[config.mk]
export PLATFORM = sky130hd
export DESIGN_NAME = di_i2_if_allocator_flat
export DESIGN_NICKNAME = d
export VERILOG_FILES = /design/src/rtl/di_i2_if_allocator_if.sv /design/src/rtl/di_i2_if_allocator.sv /design/src/flat_wrapper.sv
export SDC_FILE = /design/constraint.sdc
export NUM_CORES = 1
export LEC_CHECK = 0
export BUFFER_PORTS_ARGS = -buffer_cell sky130_fd_sc_hd__buf_2
export CAP_MARGIN = 20
export CORE_MARGIN = 1
export CORE_UTILIZATION = 30
export DETAILED_ROUTE_END_ITERATION = 8
export PLACE_DENSITY_LB_ADDON = 0.1
export SETUP_SLACK_MARGIN = 0.02
export SYNTH_ARGS = -nofsm -noshare
export SYNTH_HDL_FRONTEND = slang
export SYNTH_SLANG_ARGS = --single-unit
export TNS_END_PERCENT = 5
[constraint.sdc]
create_clock -name clk -period 2.78 [get_ports clk]
set_input_delay 0.417 -clock clk [delete_from_list [all_inputs] [get_ports clk]]
set_output_delay 0.417 -clock clk [all_outputs]
set_load 0.005 [all_outputs]
[src/rtl/di_i2_if_allocator_if.sv]
`default_nettype none
// ============================================================================
// Module      : di_ifstage_interface
// Description : Dual-issue IF-stage link between the primary IF stage (pi)
//               and the issue-2 allocator (i2).
// Revision    : 1.0 - initial release
// ============================================================================
interface di_ifstage_interface;
  logic        primary_if_valid;
  logic [31:0] pi_fetch_addr;
  logic [31:0] pi_instr_decomp;
  logic        pi_hwlp_di_prevent_cond;
  logic        i2_instr_allocated;

  modport pi (
    output primary_if_valid,
    output pi_fetch_addr,
    output pi_instr_decomp,
    output pi_hwlp_di_prevent_cond,
    input  i2_instr_allocated
  );

  modport i2 (
    input  primary_if_valid,
    input  pi_fetch_addr,
    input  pi_instr_decomp,
    input  pi_hwlp_di_prevent_cond,
    output i2_instr_allocated
  );
endinterface
`default_nettype wire

[src/rtl/di_i2_if_allocator.sv]
`default_nettype none
// ============================================================================
// Module      : di_i2_if_allocator
// Description : Screens primary-issue instructions for issue-2 eligibility,
//               buffers them and hands them to the issue-2 ID stage.
// Revision    : 1.0 - initial release
// ============================================================================
module di_i2_if_allocator #(
  parameter int FIFO_DEPTH = 2,
  parameter int CNT_W      = 32
) (
  input  logic                 clk,
  input  logic                 rst_n,
  di_ifstage_interface.i2      ifs,
  input  logic                 i2_en_i,
  input  logic                 flush_i,
  output logic                 i2_id_valid_o,
  output logic [31:0]          i2_id_instr_o,
  output logic [31:0]          i2_id_addr_o,
  input  logic                 i2_id_ready_i,
  output logic                 i2_busy_o,
  output logic [CNT_W-1:0]     alloc_cnt_o
);

  localparam int PTR_W  = $clog2(FIFO_DEPTH);
  localparam int CNT_FW = PTR_W + 1;

  localparam logic [CNT_FW-1:0] c_depth     = CNT_FW'(FIFO_DEPTH);
  localparam logic [6:0]        c_op_imm    = 7'b0010011;
  localparam logic [6:0]        c_op        = 7'b0110011;
  localparam logic [6:0]        c_f7_base   = 7'b0000000;
  localparam logic [6:0]        c_f7_alt    = 7'b0100000;

  localparam logic [1:0] c_st_idle   = 2'd0;
  localparam logic [1:0] c_st_active = 2'd1;
  localparam logic [1:0] c_st_drain  = 2'd2;

  logic [1:0]        r_state;
  logic [1:0]        w_state_next;
  logic              w_active;

  logic [63:0]       r_mem [FIFO_DEPTH];
  logic [PTR_W-1:0]  r_wr_ptr;
  logic [PTR_W-1:0]  r_rd_ptr;
  logic [CNT_FW-1:0] r_count;
  logic [CNT_FW-1:0] w_count_next;
  logic [CNT_W-1:0]  r_alloc_cnt;

  logic [6:0]        w_opcode;
  logic [6:0]        w_funct7;
  logic              w_elig;
  logic              w_alloc;
  logic              w_pop;

  // Integer ALU ops only; OP with M-extension funct7 is rejected.
  assign w_opcode = ifs.pi_instr_decomp[6:0];
  assign w_funct7 = ifs.pi_instr_decomp[31:25];
  assign w_elig   = (w_opcode == c_op_imm) ||
                    ((w_opcode == c_op) && ((w_funct7 == c_f7_base) || (w_funct7 == c_f7_alt)));

  // Full blocks allocation even when the head pops this cycle.
  assign w_alloc = ifs.primary_if_valid & w_elig & ~ifs.pi_hwlp_di_prevent_cond &
                   ~flush_i & w_active & (r_count < c_depth);
  assign ifs.i2_instr_allocated = w_alloc;

  assign i2_id_valid_o = (r_count != '0);
  assign w_pop         = i2_id_valid_o & i2_id_ready_i & ~flush_i;
  assign {i2_id_addr_o, i2_id_instr_o} = r_mem[r_rd_ptr];
  assign alloc_cnt_o   = r_alloc_cnt;

  always_comb begin
    w_count_next = r_count;
    if (flush_i) begin
      w_count_next = '0;
    end else if (w_alloc && !w_pop) begin
      w_count_next = r_count + CNT_FW'(1);
    end else if (!w_alloc && w_pop) begin
      w_count_next = r_count - CNT_FW'(1);
    end
  end

  always_ff @(posedge clk or negedge rst_n) begin
    if (!rst_n) begin
      r_wr_ptr <= '0;
      r_rd_ptr <= '0;
      r_count  <= '0;
      for (int i = 0; i < FIFO_DEPTH; i++) begin
        r_mem[i] <= '0;
      end
    end else begin
      r_count <= w_count_next;
      if (flush_i) begin
        r_wr_ptr <= '0;
        r_rd_ptr <= '0;
      end else begin
        if (w_alloc) begin
          r_mem[r_wr_ptr] <= {ifs.pi_fetch_addr, ifs.pi_instr_decomp};
          r_wr_ptr        <= r_wr_ptr + PTR_W'(1);
        end
        if (w_pop) begin
          r_rd_ptr <= r_rd_ptr + PTR_W'(1);
        end
      end
    end
  end

  always_ff @(posedge clk or negedge rst_n) begin
    if (!rst_n) begin
      r_alloc_cnt <= '0;
    end else if (w_alloc) begin
      r_alloc_cnt <= r_alloc_cnt + CNT_W'(1);
    end
  end

  always_ff @(posedge clk or negedge rst_n) begin
    if (!rst_n) begin
      r_state <= c_st_idle;
    end else begin
      r_state <= w_state_next;
    end
  end

  // DRAIN leaves as soon as the FIFO will be empty after this edge (last pop or flush).
  always_comb begin
    w_state_next = r_state;
    case (r_state)
      c_st_idle:   if (i2_en_i) w_state_next = c_st_active;
      c_st_active: if (!i2_en_i) w_state_next = (r_count != '0) ? c_st_drain : c_st_idle;
      c_st_drain:  if (w_count_next == '0) w_state_next = c_st_idle;
      default:     w_state_next = c_st_idle;
    endcase
  end

  always_comb begin
    w_active  = (r_state == c_st_active);
    i2_busy_o = (r_state != c_st_idle);
  end

endmodule
`default_nettype wire

[src/flat_wrapper.sv]
// flat-port wrapper written by rule: the top's interface ports become plain ports
module di_i2_if_allocator_flat 
#(
  parameter int FIFO_DEPTH = 2,
  parameter int CNT_W      = 32
)
  (clk, rst_n, i2_en_i, flush_i, i2_id_valid_o, i2_id_instr_o, i2_id_addr_o, i2_id_ready_i, i2_busy_o, alloc_cnt_o, ifs_primary_if_valid, ifs_pi_fetch_addr, ifs_pi_instr_decomp, ifs_pi_hwlp_di_prevent_cond, ifs_i2_instr_allocated);
  di_ifstage_interface ifs_i ();
  input  logic clk;
  input  logic rst_n;
  input  logic i2_en_i;
  input  logic flush_i;
  output logic i2_id_valid_o;
  output logic [31:0] i2_id_instr_o;
  output logic [31:0] i2_id_addr_o;
  input  logic i2_id_ready_i;
  output logic i2_busy_o;
  output logic [CNT_W-1:0] alloc_cnt_o;
  input wire logic [$bits(ifs_i.primary_if_valid)-1:0] ifs_primary_if_valid;
  input wire logic [$bits(ifs_i.pi_fetch_addr)-1:0] ifs_pi_fetch_addr;
  input wire logic [$bits(ifs_i.pi_instr_decomp)-1:0] ifs_pi_instr_decomp;
  input wire logic [$bits(ifs_i.pi_hwlp_di_prevent_cond)-1:0] ifs_pi_hwlp_di_prevent_cond;
  output wire logic [$bits(ifs_i.i2_instr_allocated)-1:0] ifs_i2_instr_allocated;
  assign ifs_i.primary_if_valid = ifs_primary_if_valid;
  assign ifs_i.pi_fetch_addr = ifs_pi_fetch_addr;
  assign ifs_i.pi_instr_decomp = ifs_pi_instr_decomp;
  assign ifs_i.pi_hwlp_di_prevent_cond = ifs_pi_hwlp_di_prevent_cond;
  assign ifs_i2_instr_allocated = ifs_i.i2_instr_allocated;
  di_i2_if_allocator #(.FIFO_DEPTH(FIFO_DEPTH), .CNT_W(CNT_W)) u_core (.clk(clk), .rst_n(rst_n), .ifs(ifs_i), .i2_en_i(i2_en_i), .flush_i(flush_i), .i2_id_valid_o(i2_id_valid_o), .i2_id_instr_o(i2_id_instr_o), .i2_id_addr_o(i2_id_addr_o), .i2_id_ready_i(i2_id_ready_i), .i2_busy_o(i2_busy_o), .alloc_cnt_o(alloc_cnt_o));
endmodule
== Word level (Yosys, flattened, before mapping) ==
Cells that the tools add are included.

* Register bits after elaboration: 166
* Word-level logic and storage cells: 70

* $add $sub $neg: 5
* Magnitude comparators: 4
* Equal/unequal tests: 8
* Muxes and demuxes: 18
* Bitwise logic cells: 11
* Reductions and logical operators: 17

{| class="wikitable"
|+ Operators with widths
! cell !! number
|-
| 64-bit 2-to-1 mux || 4
|-
| 128-bit bitwise mux || 1
|-
| 64-bit demux with 1-bit select || 1
|-
| 32-bit by 1-bit adder with 32-bit output, second input constant || 1
|-
| 7-bit by 6-bit equality test with 1-bit output, second input constant || 2
|-
| 2-bit 2-to-1 mux || 7
|-
| 2-bit nonzero test || 4
|-
| 1-bit AND || 7
|-
| 7-bit by 5-bit equality test with 1-bit output, second input constant || 1
|-
| 7-bit zero test || 1
|-
| 2-bit one-hot mux with 3 select lines || 1
|-
| 2-bit greater-or-equal comparator, second input constant || 2
|-
| 1-bit logical AND || 4
|-
| 2-bit zero test || 2
|-
| 1-bit 2-to-1 mux || 4
|-
| 2-bit inequality test, second input constant || 2
|-
| 1-bit inverter with 2-bit output || 2
|-
| 3-bit AND reduction || 1
|-
| 1-bit adder, second input constant || 2
|-
| 2-bit by 1-bit adder with 2-bit output, second input constant || 1
|-
| 2-bit by 1-bit equality test with 1-bit output, second input constant || 1
|-
| 2-bit equality test, second input constant || 1
|-
| 1-bit zero test || 2
|-
| 1-bit logical OR || 2
|-
| 6 further kinds || 7
|}

== Longest topological paths before layout ==
Gate-level depths: netlist of the first run.

* Depth after elaboration: 17
* Gate-level depth with buffers: 8

== Least setup slack after synthesis of the first run ==
No wires, ideal clock.

* Kind: input port to flip-flop
* From: input ifs_pi_instr_decomp[26]
* To: register u_core.r_mem[73] in the netlist's numbering
* Setup time: 125 ps
* Arrival time: 2242 ps
* Required time: 2655 ps
* Slack: 413 ps
* Cell stages on the path: 6
* Path buffers: 1
* Cell sequence: or4_4 o31ai_4 nand2_1 nor2_2 buf_2 mux2_2

* Cells in the longest elaborated chain, start to end: 10
* Elaborated cells between the ends (all ways): 11
* Classes of those cells: eq/ne (1); bitwise (5); reduce/logical (5)

{| class="wikitable"
|+ RTL lines
! element !! line !! RTL
|-
| from (decl) || flat_wrapper.sv:21 || <nowiki>input wire logic [$bits(ifs_i.pi_instr_decomp)-1:0] ifs_pi_instr_decomp;</nowiki>
|-
| 7-bit by 6-bit equality test with 1-bit output or 7-bit zero test (tied branches) || di_i2_if_allocator.sv:59 || <nowiki>((w_opcode == c_op) && ((w_funct7 == c_f7_base) || (w_funct7 == c_f7_alt)));</nowiki>
|-
| 1-bit logical OR * || di_i2_if_allocator.sv:59 ||
|-
| 1-bit logical AND * || di_i2_if_allocator.sv:59 ||
|-
| 1-bit logical OR * || di_i2_if_allocator.sv:58 || <nowiki>assign w_elig = (w_opcode == c_op_imm) ||</nowiki>
|-
| 1-bit AND * (3 in a row) || di_i2_if_allocator.sv:62 || <nowiki>assign w_alloc = ifs.primary_if_valid & w_elig & ~ifs.pi_hwlp_di_prevent_cond &</nowiki>
|-
| 1-bit AND * (2 in a row) || di_i2_if_allocator.sv:63 || <nowiki>~flush_i & w_active & (r_count < c_depth);</nowiki>
|-
| 2-bit AND reduction (no line) * || n/a ||
|-
| to (signal, indexed assignment) || di_i2_if_allocator.sv:97 || <nowiki>r_mem[r_wr_ptr] <= {ifs.pi_fetch_addr, ifs.pi_instr_decomp};</nowiki>
|-
| to (decl) || di_i2_if_allocator.sv:42 || <nowiki>logic [63:0] r_mem [FIFO_DEPTH];</nowiki>
|}

Every way passes the cells marked *; elsewhere a longest branch is shown, timed or not.
A chain may end at the register's enable or synchronous reset.

== Final worst setup path of the first run ==
* From: register u_core.r_state[1]
* To: output ifs_i2_instr_allocated

* Cells in the longest elaborated chain, start to end: 3

{| class="wikitable"
|+ RTL lines
! element !! line !! RTL
|-
| from (decl) || di_i2_if_allocator.sv:38 || <nowiki>logic [1:0] r_state;</nowiki>
|-
| from (signal assigned) || di_i2_if_allocator.sv:117 || <nowiki>r_state <= c_st_idle;</nowiki>
|-
| from (signal assigned) || di_i2_if_allocator.sv:119 || <nowiki>r_state <= w_state_next;</nowiki>
|-
| 2-bit by 1-bit equality test with 1-bit output || di_i2_if_allocator.sv:135 || <nowiki>w_active = (r_state == c_st_active);</nowiki>
|-
| 1-bit AND (2 in a row) || di_i2_if_allocator.sv:63 ||
|-
| to (decl) || flat_wrapper.sv:23 || <nowiki>output wire logic [$bits(ifs_i.i2_instr_allocated)-1:0] ifs_i2_instr_allocated;</nowiki>
|}

No other way between the ends.

==> results of run 1 <==
-- synth_stat cells (all sizes together) --
| cell | number |
|---|---|
| a21oi | 1 |
| a2bb2oi | 1 |
| a31o | 1 |
| a31oi | 1 |
| and2 | 3 |
| and3 | 2 |
| and4 | 1 |
| buf | 14 |
| clkbuf | 9 |
| dfrtp | 166 |
| ha | 2 |
| inv | 15 |
| mux2 | 180 |
| nand2 | 15 |
| nand2b | 3 |
| nand3 | 12 |
| nand4 | 4 |
| nor2 | 14 |
| nor2b | 6 |
| nor3 | 15 |
| nor4 | 5 |
| nor4b | 2 |
| nor4bb | 2 |
| o31ai | 2 |
| o41ai | 1 |
| or2 | 4 |
| or4 | 1 |
| or4b | 3 |
| xnor2 | 18 |
| xor2 | 17 |
-- path summary, 6_finish.rpt --
path / endpoint / start / slack, ns
min: u_core.r_mem[18] / ifs_pi_instr_decomp[18] / 0.22
max reg2reg: u_core.alloc_cnt_o[18] / u_core.r_state[1] / 0.57
min reg2reg: u_core.alloc_cnt_o[31] / u_core.alloc_cnt_o[31] / 0.46
min in group asynchronous: u_core.alloc_cnt_o[29] / rst_n / 0.55
max in group asynchronous: u_core.r_mem[78] / rst_n / 1.45
max: ifs_i2_instr_allocated / u_core.r_state[1] / 0.27
-- logic make-up after synthesis --
group	Yosys count	share of synthesized area [%]
adder cells (fa/ha/maj)	2	0.342
AO/OA/AOI/OAI	7	0.907
AND/OR/NAND/NOR	92	7.81
flip-flops	166	56.8
multiplexers	180	27.7
XOR/XNOR	35	4.19
buffers and inverters	38	2.19
-- power by group through the flow --
stage                     clock (mW)  sequential, mW  combinational (mW)
after detailed placement           0            2.50               0.325
final                           2.20            2.45               0.315
after global placement             0            2.50               0.319
after floorplan                    0            2.49               0.148
after CTS                       2.29            2.45               0.328
after global routing            2.40            2.45               0.353
-- routing by layer --
layer  up-vias  global-route usage [%]  part of all wire, %
met5         -                       0                 0.10
met4         2                    4.85                  1.2
met3        18                    4.19                  6.2
met2       116                    23.0                   48
met1      2379                    17.2                   44
li1       2188                       -                    -
-- sequential cells by signal (all words and copies together) (netlist names) --
register and flops:
u_core.r_mem 128, u_core.alloc_cnt_o 32, u_core.r_count 2, u_core.r_state 2, u_core.r_rd_ptr 1, u_core.r_wr_ptr 1
-- repair_timing --
item,in CTS,in global routing
hold buffers,1,0
gates resized for setup,0,2
setup endpoints to repair,0,1
hold endpoints to repair,23,0
-- cells in the final DEF (no fill, tap or decap), types with 3 or more instances in the layout --
master | synthesis | final
nand4_1 | 3 | 3
buf_2 | 14 | 168
clkinvlp_4 | 0 | 3
inv_1 | 14 | 14
xor2_1 | 17 | 17
nand2_1 | 14 | 14
nand3_1 | 12 | 12
buf_12 | 0 | 5
nand2b_1 | 3 | 3
inv_6 | 0 | 3
clkinv_4 | 0 | 4
or2_2 | 4 | 4
mux2_1 | 9 | 9
clkbuf_16 | 0 | 17
dfrtp_1 | 166 | 165
nor4_2 | 3 | 3
nor3_2 | 8 | 8
xnor2_1 | 18 | 18
buf_4 | 0 | 10
nor2_1 | 13 | 13
nor2b_1 | 6 | 6
and2_1 | 3 | 3
nor3_1 | 7 | 7
mux2_2 | 171 | 171
-- metrics by stage --
stage | util [%] | total power, mW | hold slack (ns) | instances
3_3_place_gp | 36.5 | 2.82 | 0.443 | 1000
2_1_floorplan | - | 2.64 | 0.121 | 520
4_1_cts | 38.9 | 5.07 | 0.206 | 1033
3_5_place_dp | 36.5 | 2.82 | 0.448 | 1000
6_report | 38.9 | 4.97 | 0.225 | 1033
5_1_grt | 38.9 | 5.20 | 0.213 | 1033
-- layout make-up --
type / count / area, sq um
tap: 319 / 399
timing repair buffer: 185 / 1040
clock buffer: 18 / 429
sequential: 166 / 4160
multi-input combinational: 316 / 3020
clock inverter: 14 / 116
inverter: 15 / 56.3
fill: 2328 / 14500
==> flow_summary.json, run 1 <==
{
  "syn_area_sq_mm": 0.00731,
  "internal-power_mw": 3.74,
  "max_clock_freq_mhz": 399,
  "drive_above_1_share_pct": 57.7,
  "synth_cells": 520,
  "ys_ff_latch": 166,
  "p_sw_share_pct": 24.6,
  "finalSetupViolations": 0,
  "syn_nets": 593,
  "rsz0062_at_grt": "false",
  "cp_cell_sequence": "nor4bb_2 > and3_1 > nand2_1 > inv_2 > buf_4 > buf_2",
  "drc": 0,
  "clkLatencyLatePin_ns": 0.42,
  "fin_nets": 774,
  "worst_ir_drop_vdd_v": 0.000288,
  "die_h_um": 158,
  "cts_root_buffer": "clkbuf_16",
  "grt_max_degree": 67,
  "clk_path_buf_depth": 2,
  "grt_pass1_wl_mm": 26.6,
  "first_iter_violations": 166,
  "cp.required_ns": 2.36,
  "diodes": 0,
  "critPathSlowestCell": "dfrtp_1",
  "gr-total-overflow": 0,
  "crit_type": "flop to output pin",
  "cts_sinks": 166,
  "hp-class": "primary input to flop",
  "htreeDepth": 4,
  "min_period_over_period_pct": 90.2,
  "yosysTopAreaCellShare_pct": 56.8,
  "cts_tree": "yes",
  "setup_ws_ns": 0.274,
  "die_area_sq_mm": 0.0250,
  "status": "completed",
  "ys_types": 39,
  "clkPwrFrac_pct": 44.3,
  "synth_top_cell_by_area": "dfrtp_1",
  "via_per_inst": 4.55,
  "max_stage_delay_ns": 0.42,
  "drv_slew": 0,
  "fin_crit_ns": 2.51,
  "grt_use_total_pct": 13.9,
  "path_buf_inv": 3,
  "p_sw_mw": 1.22,
  "place_area_sq_mm": 0.00865,
  "ys_warn_count": 0,
  "hold_viol_final": 0,
  "drtAntennaViolNets": 0,
  "endpoint_kind": "output pin",
  "wirelength_mm": 16.7,
  "antenna_found_initial": 1,
  "pwr_density_cell_mw_per_mm2": 539,
  "critPathLaunchType": "flop",
  "final_area_sq_mm": 0.00921,
  "rows": 56,
  "vias": 4703,
  "drtPass1Iterations": 4,
  "area_growth_pct": 26.1,
  "io-pin-count": 170,
  "cp_top_family": "simple AND/OR/NAND/NOR gates",
  "crit_cells": 6,
  "ys_seq_area_share_pct": 56.8,
  "relSlewSlack_pct": 59.4,
  "start_util_pct": 30.9,
  "grt_pass1_vias": 5027,
  "place_hpwl_mm": 11.2,
  "gp_congestion": 0.716,
  "skew_ns": 0.0112,
  "dieWidth_um": 158,
  "drv_cap": 0,
  "combPwrFrac_pct": 6.4,
  "arrival_ns": 2.09,
  "io_buffers": 169,
  "cts_buffers": 17,
  "rr_worst_depth": 5,
  "path_max_fanout": 7,
  "p_leak_nw": 4.94,
  "routedWlPerCell_um": 16.1,
  "pwr-share-seq_pct": 49.4,
  "coreArea_sq_mm": 0.0237,
  "dp_slack_ns": 0.231,
  "avgSynthCellArea_sq_um": 14.1,
  "synth_area_leaders": "dfrtp_1, mux2_2, xnor2_1",
  "cts_setup_buffers": 0,
  "finalSetupTns_ns": 0,
  "worst_slew_pin_slew_ns": 0.608,
  "clkTransAtPathRegs_ns": 0.07,
  "hold_depth": 2
}
Note: power is estimated with default switching activity, not from simulation.
==> run 2: changes to the inputs <==
Clock period 2.78 ns to 2.92 ns, I/O delays scaled along.
==> run 2 against run 1 <==
Critical endpoint unchanged. Largest cell class unchanged. Highest routed layer unchanged. Setup slack better by 0.045 ns. Sequential share of layout area down 0.24 points. Power grew 0.87%. Routed wire length is 1.9% higher. First-iteration DRC count is 13% lower.
==> flow_summary.json, run 2 (synthesis gave the netlist of run 1 again) <==
{
  "max_clock_freq_mhz": 384,
  "area_growth_pct": 26.7,
  "io-pin-count": 170,
  "endpoint_kind": "output pin",
  "mostFrequentLayoutCells": "mux2_2, buf_2, dfrtp_1, xnor2_1",
  "finalPower_mw": 5.01,
  "grt_max_degree": 63,
  "vias": 4678,
  "clkTransAtPathRegs_ns": 0.07,
  "cp_top_family": "simple AND/OR/NAND/NOR gates",
  "cp.required_ns": 2.48,
  "htreeDepth": 4,
  "worst_ir_drop_vdd_v": 0.000312,
  "fin_crit_ns": 2.60,
  "critPathSlowestCell": "nor4bb_1",
  "hold_ws_ns": 0.0182,
  "skew_ns": 0.0132,
  "routedWlPerCell_um": 16.5,
  "finalSetupTns_ns": 0,
  "clkLatencyLatePin_ns": 0.42,
  "path_max_fanout": 7,
  "mostFrequentLayoutCell": "mux2_2",
  "regToRegSetupSlack_ns": 0.61,
  "relSlewSlack_pct": 57.9,
  "first_iter_violations": 145,
  "place_hpwl_mm": 11.4,
  "start_util_pct": 30.9,
  "r2r-start": "u_core.r_state[1]",
  "cts_buffers": 17,
  "diodes": 0,
  "drive_above_1_share_pct": 57.4,
  "max_stage_delay_ns": 0.42,
  "antenna_found_initial": 3,
  "drv_slew": 0,
  "gr-total-overflow": 0,
  "clk_path_buf_depth": 2,
  "rsz0062_at_grt": "false",
  "grt_use_total_pct": 14.1,
  "cts_setup_buffers": 0,
  "gp_congestion": 0.707,
  "grt_pass1_vias": 4879,
  "cp_cell_sequence": "nor4bb_1 > and3_1 > nand2_1 > inv_2 > buf_4 > buf_2",
  "dp_slack_ns": 0.303,
  "die_h_um": 158,
  "regMostFlops": "u_core.r_mem",
  "min_period_over_period_pct": 89.1,
  "arrival_ns": 2.16,
  "status": "completed",
  "cts_sinks": 166,
  "fillers": 2330,
  "hold_viol_final": 0,
  "worst_slew_pin_slew_ns": 0.631,
  "io_buffers": 169,
  "setup_ws_ns": 0.319,
  "p_leak_nw": 4.96,
  "dieWidth_um": 158,
  "via_per_inst": 4.54,
  "largest_reg_flops": 128,
  "drtPass1Iterations": 6,
  "rows": 56,
  "rr_worst_depth": 5,
  "path_buf_inv": 3,
  "hp-class": "primary input to async pin",
  "grt_pass1_wl_mm": 26.6,
  "cts_resized": 0,
  "fin_nets": 771,
  "coreArea_sq_mm": 0.0237,
  "fin_util_pct": 39.1,
  "pwr_density_cell_mw_per_mm2": 541,
  "ctsHoldBuffers": 0,
  "die_area_sq_mm": 0.0250,
  "cts_root_buffer": "clkbuf_16",
  "critPathLaunchType": "flop",
  "cts_tree": "yes",
  "wirelength_mm": 17.0,
  "drv_cap": 0,
  "finalSetupViolations": 0,
  "crit_type": "flop to output pin",
  "drtAntennaViolNets": 0,
  "drc": 0,
  "r2r_end": "u_core.alloc_cnt_o[18]"
}
run 2: changes by cell type in the layout (fill, tap and decap cells not counted), moves of 2 or more:
| cell | change |
|---|---|
| buf_4 | -3 |
| clkinv_2 | -2 |
| clkinvlp_4 | -2 |
| bufinv_16 | +3 |
run 2: report_power, final:
group	internal, mW	total (mW)	switching [mW]
clock	1.38	2.37	0.993
sequential	2.32	2.36	0.0385
combinational	0.136	0.281	0.145
total	3.83	5.01	1.18
run 2: stage by stage:
stage / instance area [sq um] / std cells
2_1_floorplan: 7310 / 520
3_3_place_gp: 8640 / 998
3_5_place_dp: 8640 / 998
4_1_cts: 9260 / 1030
5_1_grt: 9260 / 1030
6_report: 9260 / 1030
run 2: layout make-up:
class,count,area (sq um),share of cell area [%]
repair buffers,182,1020,11.1
clock inverters,14,190,2.05
inverters,15,56.3,0.608
clock buffers,18,429,4.63
flip-flops and latches,166,4160,44.9
multi-input cells,316,3010,32.4
well taps,319,399,4.31
run 2: metal layers:
layer	GRT usage (%)	wire length (um)
met5	0	31
met4	3.98	154
met1	17.9	7570
met3	4.63	993
met2	22.8	8230
run 2: how the worst max path moves through the flow:
| stage | startpoint | to | slack [ns] | depth (start not counted) |
|---|---|---|---|---|
| 3_3_place_gp | ifs_pi_instr_decomp[26] | u_core.alloc_cnt_o[28] | 0.34 | 6 |
| 5_1_grt | u_core.r_count[1] | ifs_i2_instr_allocated | 0.13 | 6 |
| 3_5_place_dp | ifs_pi_instr_decomp[26] | u_core.alloc_cnt_o[18] | 0.30 | 6 |
| 4_1_cts | u_core.r_count[1] | ifs_i2_instr_allocated | 0.28 | 6 |
| 6_report | u_core.r_state[1] | ifs_i2_instr_allocated | 0.32 | 6 |
| 2_1_floorplan | ifs_pi_instr_decomp[26] | u_core.r_mem[73] | 0.53 | 6 |
run 2: worst reg2reg max path, cell delays in order (launching register included):
cell	delay, ns
dfrtp_1	0.41
nor4bb_1	0.42
nand3_1	0.20
or4b_1	0.77
nor3_2	0.27
xnor2_1	0.15
